`config.mk`:
```
export PLATFORM = sky130hd
export DESIGN_NAME = serial_subtractor
export DESIGN_NICKNAME = d
export VERILOG_FILES = /design/src/rtl/serial_subtractor.sv
export SDC_FILE = /design/constraint.sdc
export NUM_CORES = 1
export LEC_CHECK = 0
export ABC_AREA = 1
export CAP_MARGIN = 5
export CORE_MARGIN = 4
export CORE_UTILIZATION = 25
export DETAILED_ROUTE_END_ITERATION = 8
export GPL_TIMING_DRIVEN = 0
export PLACE_DENSITY = 0.47
export SLEW_MARGIN = 20
export SYNTH_ARGS = -nofsm -noshare
export SYNTH_HDL_FRONTEND = slang
export SYNTH_SLANG_ARGS = --single-unit
```
`constraint.sdc`:
```
create_clock -name clk -period 1.6 [get_ports clk]
set_input_delay 0.32 -clock clk [delete_from_list [all_inputs] [get_ports clk]]
set_output_delay 0.32 -clock clk [all_outputs]
set_load 0.05 [all_outputs]
```
`src/rtl/serial_subtractor.sv`:
```
// Bit-serial subtractor: computes a - b one bit per clock, LSB first, and
// reports the parallel difference, final borrow and signed overflow.
module serial_subtractor #(
   parameter int WIDTH = 8
) (
   input  logic             clk,
   input  logic             rst_n,
   input  logic             start,
   input  logic [WIDTH-1:0] a,
   input  logic [WIDTH-1:0] b,
   output logic             busy,
   output logic             diff_bit,
   output logic             done,
   output logic [WIDTH-1:0] diff,
   output logic             borrow_out,
   output logic             overflow
);

   localparam int CW = (WIDTH > 1) ? $clog2(WIDTH) : 1;

   typedef enum logic [1:0] {
      IDLE  = 2'd0,
      SHIFT = 2'd1,
      DONE  = 2'd2
   } state_t;

   state_t           state_reg;
   state_t           state_next;
   logic [WIDTH-1:0] a_sr_reg;
   logic [WIDTH-1:0] b_sr_reg;
   logic [WIDTH-1:0] res_sr_reg;
   logic [CW-1:0]    cnt_reg;
   logic             brw_reg;
   logic             brw_next;
   logic             a_msb_reg;
   logic             b_msb_reg;
   logic             sum_bit;
   logic             last_bit;

   assign sum_bit  = a_sr_reg[0] ^ b_sr_reg[0] ^ brw_reg;
   assign brw_next = (~a_sr_reg[0] & b_sr_reg[0]) | (~(a_sr_reg[0] ^ b_sr_reg[0]) & brw_reg);
   assign last_bit = (cnt_reg == CW'(WIDTH - 1));

   assign busy     = (state_reg == SHIFT);
   assign done     = (state_reg == DONE);
   assign diff_bit = busy & sum_bit;

   always_ff @(posedge clk or negedge rst_n) begin
      if (!rst_n) begin
         state_reg <= IDLE;
      end else begin
         state_reg <= state_next;
      end
   end

   always_comb begin
      state_next = state_reg;
      case (state_reg)
         IDLE:    if (start) state_next = SHIFT;
         SHIFT:   if (last_bit) state_next = DONE;
         DONE:    state_next = IDLE;
         default: state_next = IDLE;
      endcase
   end

   always_ff @(posedge clk or negedge rst_n) begin
      if (!rst_n) begin
         a_sr_reg   <= '0;
         b_sr_reg   <= '0;
         res_sr_reg <= '0;
         cnt_reg    <= '0;
         brw_reg    <= 1'b0;
         a_msb_reg  <= 1'b0;
         b_msb_reg  <= 1'b0;
         diff       <= '0;
         borrow_out <= 1'b0;
         overflow   <= 1'b0;
      end else begin
         case (state_reg)
            IDLE: begin
               if (start) begin
                  a_sr_reg  <= a;
                  b_sr_reg  <= b;
                  cnt_reg   <= '0;
                  brw_reg   <= 1'b0;
                  a_msb_reg <= a[WIDTH-1];
                  b_msb_reg <= b[WIDTH-1];
               end
            end
            SHIFT: begin
               a_sr_reg   <= a_sr_reg >> 1;
               b_sr_reg   <= b_sr_reg >> 1;
               res_sr_reg <= {sum_bit, res_sr_reg[WIDTH-1:1]};
               brw_reg    <= brw_next;
               cnt_reg    <= cnt_reg + CW'(1);
               // The bit produced in the final cycle is the result MSB.
               if (last_bit) begin
                  diff       <= {sum_bit, res_sr_reg[WIDTH-1:1]};
                  borrow_out <= brw_next;
                  overflow   <= (a_msb_reg != b_msb_reg) && (sum_bit != a_msb_reg);
               end
            end
            default: ;
         endcase
      end
   end

endmodule

```
# After elaboration in Yosys (flattened, before gate mapping)
# Index checks and enable logic that the tools add are counted.
# W data, S select, Z words.
[totals]
register_bits = 42
out_inout_bits = 13
[classes]
addsub = 1
n_eq_ne = 7
muxes = 11
bitwise = 8
reduce_logical = 7
[op_table]
columns = ["op", "n"]
rows = [
  ["$pmux W8 S2", 2],
  ["$mux W8", 2],
  ["$reduce_and A2 Y1", 4],
  ["$pmux W3 S2", 1],
  ["$mux W2", 2],
  ["$pmux W2 S2", 1],
  ["$add A3 B1 Y3 const B", 1],
  ["$and A1 B1 Y1", 3],
  ["$eq A3 B3 Y1 const B", 1],
  ["$mux W3", 1],
  ["$eq A2 B1 Y1 const B", 1],
  ["$eq A2 B2 Y1 const B", 1],
  ["$logic_not A2 Y1", 1],
  ["$ne A1 B1 Y1", 2],
  ["$ne A2 B1 Y1 const B", 1],
  ["$ne A2 B2 Y1 const B", 1],
  ["$not A1 Y1", 2],
  ["$pmux W1 S2", 1],
  ["$reduce_bool A2 Y1", 1],
  ["$xor A1 B1 Y1", 2],
  ["$logic_and A1 B1 Y1", 1],
  ["$mux W1", 1],
  ["$or A1 B1 Y1", 1],
]

# Longest topological paths before layout
# Gate-level depths: netlist of run 1.
[logic_depth]
depth_word = 5
ltp_mapped = 7
ltp_nobuf = 7

# Worst setup path after synthesis of run 1
# Ideal clock, no wire load.
[synth_path]
path_type = "register -> output"
from = "reg a_sr_reg[0]"
to = "out diff_bit"
arrival_ns = 1.669
path_slack_ns = -0.389
stages_incl_launch_ff = 4
path_buffers = 0
cell_sequence = "dfrtp_1 > fa_1 > inv_1 > nor2_1"
[synth_between]
elab_chain_len = 3
[synth_rtl]
columns = ["element", "line_no", "source"]
rows = [
  ["start, declared", "29", "logic [WIDTH-1:0] a_sr_reg;"],
  ["start signal, assigned", "91", "a_sr_reg <= a_sr_reg >> 1;"],
  ["$xor A1 B1 Y1 (2 in series)", "40", "assign sum_bit = a_sr_reg[0] ^ b_sr_reg[0] ^ brw_reg;"],
  ["named net sum_bit", "37", "logic sum_bit;"],
  ["$and A1 B1 Y1", "46", "assign diff_bit = busy & sum_bit;"],
  ["end, declared", "12", "output logic diff_bit,"],
]
# The timed path passes the listed nets, and every way through them passes these cells.

# Worst setup path in the final report of run 1
[layout_path]
from = "reg brw_reg"
to = "out diff_bit"
[layout_between]
elab_chain_len = 2
[layout_rtl]
columns = ["element", "line_no", "source"]
rows = [
  ["start, declared", "33", "logic brw_reg;"],
  ["start signal, assigned", "94", "brw_reg <= brw_next;"],
  ["$xor A1 B1 Y1", "40", ""],
  ["named net sum_bit", "37", ""],
  ["$and A1 B1 Y1", "46", ""],
]
# The timed path passes the listed nets, and every way through them passes these cells.

==> results of run 1 <==
layout make-up:
| class | count | share of cell area |
|---|---|---|
| Tap cell | 102 | 0.0487 |
| Buffer | 11 | 0.0415 |
| Clock buffer | 6 | 0.0277 |
| Multi-Input combinational cell | 138 | 0.276 |
| Inverter | 42 | 0.0611 |
| Sequential cell | 41 | 0.392 |
| Timing Repair Buffer | 40 | 0.149 |
| Clock inverter | 2 | 0.00382 |
worst max-delay path: stages (launching register included):
cell,delay [ns]
dfrtp_1,0.36
inv_2,0.04
fa_1,0.57
inv_2,0.07
nor2_4,0.09
buf_8,0.15
how the worst max path moves through the flow:
| stage | start | endpoint | depth (start not counted) |
|---|---|---|---|
| detailed placement | a_sr_reg[0] | diff_bit | 4 |
| floorplan | a_sr_reg[0] | diff_bit | 3 |
| CTS | brw_reg | diff_bit | 5 |
| global placement | rst_n | a_sr_reg[4] | 1 |
| global route | brw_reg | diff_bit | 5 |
| finish | brw_reg | diff_bit | 5 |
report_power, final:
| group | total (W) | switching, W | internal, W |
|---|---|---|---|
| Combinational | 0.00303 | 0.00185 | 0.00117 |
| Sequential | 0.00176 | 0.000240 | 0.00152 |
| Clock | 0.000659 | 0.000356 | 0.000303 |
per-layer routing:
layer | vias up | wire [um]
met5 | - | 0
met4 | 0 | 77
met3 | 6 | 165
met2 | 22 | 1990
met1 | 707 | 2170
li1 | 817 | -
stage by stage:
stage | cell area (um2) | std cells | total power (W) | hold WS (ns) | setup WS [ns]
after floorplan | 2010 | 233 | 0.00385 | 0.0244 | -0.0346
after global placement | 2450 | 366 | 0.00462 | 0.456 | -1.01
after detailed placement | 2460 | 367 | 0.00466 | 0.254 | -0.739
after CTS | 2580 | 378 | 0.00544 | 0.471 | -0.307
after global routing | 2620 | 382 | 0.00594 | 0.502 | -0.348
final | 2620 | 382 | 0.00544 | 0.458 | -0.286
layout by cell type, fill, tap and decap left out, drive strengths merged:
cell type | netlist | final
nand2 | 60 | 60
nand3 | 47 | 47
inv | 42 | 42
dfrtp | 41 | 41
buf | 12 | 23
o21ai | 20 | 20
clkdlybuf4s50 | 0 | 17
dlygate4sd2 | 0 | 10
clkbuf | 0 | 6
nor2 | 6 | 6
ha | 2 | 2
clkinv | 0 | 2
o22ai | 1 | 1
a21oi | 1 | 1
fa | 1 | 1
dlygate4sd3 | 0 | 1
logic make-up after synthesis:
logic type                 share of synthesized area
buffers and inverters                          0.133
and+or+nand+nor                                0.258
AOI/OAI and AO/OA                             0.0738
adders and majority gates                     0.0225
DFF                                            0.513
repair_timing:
action                                  in CTS  in global routing
setup buffers                                2                  5
pin swaps                                    2                  1
hold endpoints to repair                    12                  0
endpoints found under the setup margin      13                  3
hold buffers                                 1                  0
resized for setup                           38                  5
==> PnR_summary.wiki, run 1 <==
{| class="wikitable"
! Metric !! Value
|-
| Leakage || 1.36 nW
|-
| Mean Syn Cell Area || 8.58 um2
|-
| CP Launch Type || register
|-
| Most Used Layer, Global Route || met2
|-
| Leading area contributor after synthesis || dfrtp_1
|-
| Number of design rule violations left after detail routing || 0
|-
| Post-DR wirelength/cell || 11.5 um
|-
| Proportion of netlist area held by the largest area contributor || 0.513
|-
| Post-Synthesis Cell Area || 2000 um2
|-
| Num rows || 32
|-
| Area of the placeable core || 7770 um2
|-
| Weighted congestion at the end of routability-driven global placement || 0.669
|-
| Height of the die || 97.4 um
|-
| Min setup slack post-route || -0.286 ns
|-
| IR Drop Worst-Case VDD || 0.000480 V
|-
| Nature of the critical path endpoint || primary output
|-
| Rel. slew slack || 0.673
|-
| Hold/Removal Path Class || input pin to async pin
|-
| TritonCTS clock tree || yes
|-
| Port buffer count || 31
|-
| Area growth, synth to finish || 31.0%
|-
| Share of the core filled with cells || 0.337
|-
| Reg-to-Reg End || overflow
|-
| DIE WIDTH || 97.4 um
|-
| Met3 track demand over resource || 0.0287
|-
| Top fanout value on the critical path || 2
|-
| Required @ worst endpoint || 1.28 ns
|-
| Global-route wire length before repair || 7510 um
|-
| Crit share post-route || 1.18
|-
| Max-slew violation count || 0
|-
| Antenna diode instance count || 0
|-
| Final Setup Violations || 1
|-
| Cell at the root of the clock tree || clkbuf_8
|-
| Met1 global-route usage || 0.136
|-
| Count of routing violations after the opening detailed-route iteration || 66
|-
| Async S/R FF share, synth || 1.00
|-
| H-Tree Depth || 2
|-
| Final Routed Wirelength || 4400 um
|-
| Total via count in the routed design || 1552
|-
| Worst R2R Setup Slack || 0.11 ns
|-
| Detailed-placement wirelength estimate || 3090 um
|-
| Number of fill cells in the layout || 858
|-
| First-pass detailed-route iteration total || 4
|-
| Number of antenna violations at the first check in global routing || 0
|-
| Clock-pin transition on the worst setup and hold timing paths || 0.07 ns
|-
| Gate count of the mapped netlist || 233
|-
| Fin Clk Skew || 0.00578 ns
|-
| Remaining global-route overflow || 0
|-
| Max frequency || 0.530 GHz
|-
| Ratio of cells with drive above 1 in the final layout || 0.189
|-
| Failing checks || setup timing
|-
| Number of nets in the layout || 301
|-
| Sequential cell area in the final layout || 1030 um2
|-
| Top-Level Pins || 32
|-
| Post-Syn Nets || 255
|-
| Data arrival, critical path || 1.57 ns
|-
| EDFF count, synth || 0
|-
| Synth area leaders || dfrtp_1 (51%), nand3_1 (12%), nand2_1 (11%)
|-
| Via-per-instance ratio || 4.06
|-
| Number of buffers on the longest clock path || 2
|-
| Total die area || 9490 um2
|-
| Aggregate negative setup slack || -0.286 ns
|-
| Maxcap violations || 0
|-
| Area occupied by multi-input gates || 723 um2
|-
| R2r startpoint || brw_reg
|-
| Maximum number of pins on one net before global-route repair || 30
|-
| Post-layout minimum cycle time || 1.89 ns
|-
| Top_reg_cell synth || dfrtp_1
|-
| Most numerous cell types in the synthesized netlist || nand2_1 (56), nand3_1 (47), dfrtp_1 (41)
|-
| Vias in the first global route || 1494
|-
| Total number of clock tree sinks || 41
|-
| Power Density || 2080 nW/um2
|-
| Clock buffers created by TritonCTS || 5
|-
| Slew @ Worst Pin || 0.492 ns
|-
| Cell with the most instances after synthesis || nand2_1
|-
| Number of antenna-violating nets in the routed design || 0
|-
| Initial core utilization || 0.257
|-
| Global-route usage over all layers || 0.0992
|-
| Outcome || finished with violations
|-
| Setup repair after global routing missed its margin || true
|-
| Met2 capacity usage during global routing || 0.148
|-
| Unique cell type count in the Yosys netlist || 19
|-
| Sequential area share after synthesis || 0.513
|-
| Final Hold Viols || 0
|-
| #FFs+latches synth || 41
|-
| Ys Warns || 0
|-
| Worst Path Class, Setup || register to primary output
|-
| Clock latency at the later pin of the worst-skew pair || 0.29 ns
|-
| Register-to-Register Path Depth || 8
|}
(Power assumes the default switching activity.)
==> inputs of run 2 (changes only) <==
- CAP_MARGIN: 5 -> 0
- GPL_TIMING_DRIVEN: 0 -> default
- REMOVE_ABC_BUFFERS: default -> 1
==> run 2 against run 1 <==
Effect of this change:
- critical path depth is the same
- the flow still finishes with violations (setup timing)
- final area fell by 1.2%
- power rose by 2.1%
- clock-buffer cell count unchanged
- die area is the same
- largest power group unchanged
- worst setup slack worse by 0.020 ns
- flip-flop and latch count stayed put
- cell count fell by 1.3%
- routed wire length shrank 3.9%
- clock skew rose by 0.0010 ns
- sequential share of layout area rose by 0.47 points
- clock power increased by 33%
==> PnR_summary.wiki, run 2 (synthesized netlist as in run 1, its figures left out) <==
{| class="wikitable"
! Metric !! Value
|-
| DIE WIDTH || 97.4 um (unchanged)
|-
| Initial core utilization || 0.257 (unchanged)
|-
| Top-Level Pins || 32 (unchanged)
|-
| Min setup slack post-route || -0.306 ns (was -0.286 ns)
|-
| Most common cell after layout, fill and taps aside || nand2_1 (unchanged)
|-
| Port buffer count || 31 (unchanged)
|-
| Fin Clk Skew || 0.00679 ns (was 0.00578 ns)
|-
| Via-per-instance ratio || 4.17 (was 4.06)
|-
| IR Drop Worst-Case VDD || 0.000525 V (was 0.000480 V)
|-
| Clock latency at the later pin of the worst-skew pair || 0.30 ns (was 0.29 ns)
|-
| Total via count in the routed design || 1571 (was 1552)
|-
| Switching part of the total || 0.432 (was 0.450)
|-
| R2r startpoint || brw_reg (unchanged)
|-
| Ratio of cells with drive above 1 in the final layout || 0.215 (was 0.189)
|-
| H-Tree Depth || 2 (unchanged)
|-
| Maxcap violations || 0 (unchanged)
|-
| Power Density || 2150 nW/um2 (was 2080 nW/um2)
|-
| Data arrival, critical path || 1.59 ns (was 1.57 ns)
|-
| Nature of the critical path endpoint || primary output (unchanged)
|-
| Cell count of the worst hold path || 1
|-
| Max frequency || 0.525 GHz (was 0.530 GHz)
|-
| Sequential cell area in the final layout || 1030 um2 (unchanged)
|-
| Reg-to-Reg End || overflow (unchanged)
|-
| Leakage || 1.33 nW (was 1.36 nW)
|-
| Final Routed Wirelength || 4230 um (was 4400 um)
|-
| Flop pwr share || 0.322 (was 0.323)
|-
| Final Setup Violations || 1 (unchanged)
|-
| Global-route usage over all layers || 0.0948 (was 0.0992)
|-
| Number of nets in the layout || 296 (was 301)
|-
| Total die area || 9490 um2 (unchanged)
|-
| Number of antenna-violating nets in the routed design || 0 (unchanged)
|-
| Height of the die || 97.4 um (unchanged)
|-
| Detailed-placement wirelength estimate || 2850 um (was 3090 um)
|-
| CP max stage cell || fa_1 (unchanged)
|-
| Maximum number of pins on one net before global-route repair || 42 (was 30)
|-
| Number of fill cells in the layout || 863 (was 858)
|-
| Endpoint of the worst hold-timing path || cnt_reg[0]
|-
| Net switching power figure || 0.00240 W (was 0.00245 W)
|-
| Cell at the root of the clock tree || clkbuf_8 (unchanged)
|-
| Cell-internal power || 0.00316 W (was 0.00300 W)
|-
| Num rows || 32 (unchanged)
|-
| Clock-pin transition on the worst setup and hold timing paths || 0.08 ns (was 0.07 ns)
|-
| Slew @ Worst Pin || 0.320 ns (was 0.492 ns)
|-
| Global-route wire length before repair || 7420 um (was 7510 um)
|-
| Number of antenna violations at the first check in global routing || 0 (unchanged)
|-
| Critical path, cell by cell || inv_2, fa_1, inv_2, nor2_4, buf_12 (was inv_2, fa_1, inv_2, nor2_4, buf_8)
|-
| Area growth, synth to finish || 29.5% (was 31.0%)
|-
| Clock buffers created by TritonCTS || 5 (unchanged)
|-
| TritonCTS clock tree || yes (unchanged)
|-
| Number of buffers on the longest clock path || 2 (unchanged)
|-
| Final Hold Viols || 0 (unchanged)
|-
| Cell type with the highest occurrence count on the critical path || inv_2 (unchanged)
|-
| Worst Path Class, Setup || register to primary output (unchanged)
|-
| Antenna diode instance count || 0 (unchanged)
|-
| Area occupied by multi-input gates || 718 um2 (was 723 um2)
|-
| Hold Worst Slack || 0.477 ns (was 0.458 ns)
|-
| Post-DR wirelength/cell || 11.2 um (was 11.5 um)
|-
| Area of the placeable core || 7770 um2 (unchanged)
|-
| Worst R2R Setup Slack || 0.10 ns (was 0.11 ns)
|-
| Power share of the combinational group || 0.520 (was 0.556)
|-
| Required @ worst endpoint || 1.28 ns (about the same)
|-
| Clk network pwr share || 0.158 (was 0.121)
|-
| Weighted congestion at the end of routability-driven global placement || 0.687 (was 0.669)
|-
| Commonest cells after routing, fill and taps aside || nand2_1 (56), nand3_1 (47), dfrtp_1 (40) (unchanged)
|-
| Number of design rule violations left after detail routing || 0 (unchanged)
|-
| Failing checks || setup timing (unchanged)
|-
| CP Launch Type || register (unchanged)
|-
| Register-to-Register Path Depth || 8 (unchanged)
|-
| Crit share post-route || 1.19 (was 1.18)
|-
| Remaining global-route overflow || 0 (unchanged)
|-
| Top fanout value on the critical path || 2 (unchanged)
|-
| Startpoint of the worst hold path || cnt_reg[0]
|-
| Vias in the first global route || 1544 (was 1494)
|-
| Hold/Removal Path Class || register to register (was input pin to async pin)
|-
| Share of the core filled with cells || 0.333 (was 0.337)
|-
| Setup repair after global routing missed its margin || true (unchanged)
|-
| Total number of clock tree sinks || 41 (unchanged)
|-
| Max-slew violation count || 0 (unchanged)
|-
| Rel. slew slack || 0.786 (was 0.673)
|-
| Max incr delay on CP || 0.56 ns (was 0.57 ns)
|-
| Post-layout minimum cycle time || 1.91 ns (was 1.89 ns)
|-
| First-pass detailed-route iteration total || 4 (unchanged)
|-
| Count of routing violations after the opening detailed-route iteration || 74 (was 66)
|-
| Outcome || finished with violations (unchanged)
|}
## run 2: changes by cell type in the layout (fill, tap and decap cells not counted), sizes merged
cell and change:
bufinv +1, buf +5, clkinv -2, dlygate4sd2 -10, clkinvlp +1
## run 2: layout make-up
cell class,count,area share
clock buffer,6,0.0319
clock inverter,2,0.0145
inverter,42,0.0609
multi-input combinational,138,0.277
sequential,41,0.397
tap,102,0.0493
timing repair buffer,46,0.169
## run 2: metrics by stage
stage | TNS, ns | std cells | setup WS, ns | cell area [um2] | total power (W)
global route | -0.372 | 377 | -0.372 | 2590 | 0.00604
finish | -0.306 | 377 | -0.306 | 2590 | 0.00556
floorplan | -0.448 | 221 | -0.435 | 1890 | 0.00361
CTS | -0.330 | 376 | -0.313 | 2580 | 0.00563
detailed placement | -0.114 | 366 | -0.114 | 2430 | 0.00464
global placement | -0.101 | 366 | -0.101 | 2430 | 0.00462
## run 2: power groups by stage
stage	clock network (W)	logic (W)	registers (W)
after global placement	0	0.00282	0.00180
after global routing	0.000958	0.00323	0.00185
after CTS	0.000905	0.00293	0.00179
final	0.000877	0.00289	0.00179
after detailed placement	0	0.00284	0.00180
after floorplan	0	0.00145	0.00216
## run 2: critical path: cells and delay by family, from the launching register on
kind | cells | cell delay (ns)
adders and majority gates | 1 | 0.56
DFF | 1 | 0.37
buffers and inverters | 3 | 0.25
and+or+nand+nor | 1 | 0.10
## run 2: worst max-delay path by stage
stage                             from        to  slack, ns
after floorplan           state_reg[0]  diff_bit      -0.44
after global placement     a_sr_reg[0]  diff_bit      -0.10
after detailed placement   a_sr_reg[0]  diff_bit      -0.11
after CTS                      brw_reg  diff_bit      -0.31
after global routing           brw_reg  diff_bit      -0.37
final                          brw_reg  diff_bit      -0.31
## run 2: metal layers
layer	vias up	global-route usage	wire [um]
met4	0	0.0319	63
met5	-	0	0
met1	721	0.126	1980
met2	36	0.147	1970
met3	8	0.0287	214
li1	806	-	-
## run 2: repair_timing
item	4_1_cts	5_1_grt
buffers inserted	1	1
setup endpoints to repair	3	2
gates resized for setup	5	1
pin swaps	2	0
hold endpoints to repair	13	0
hold buffers	1	0
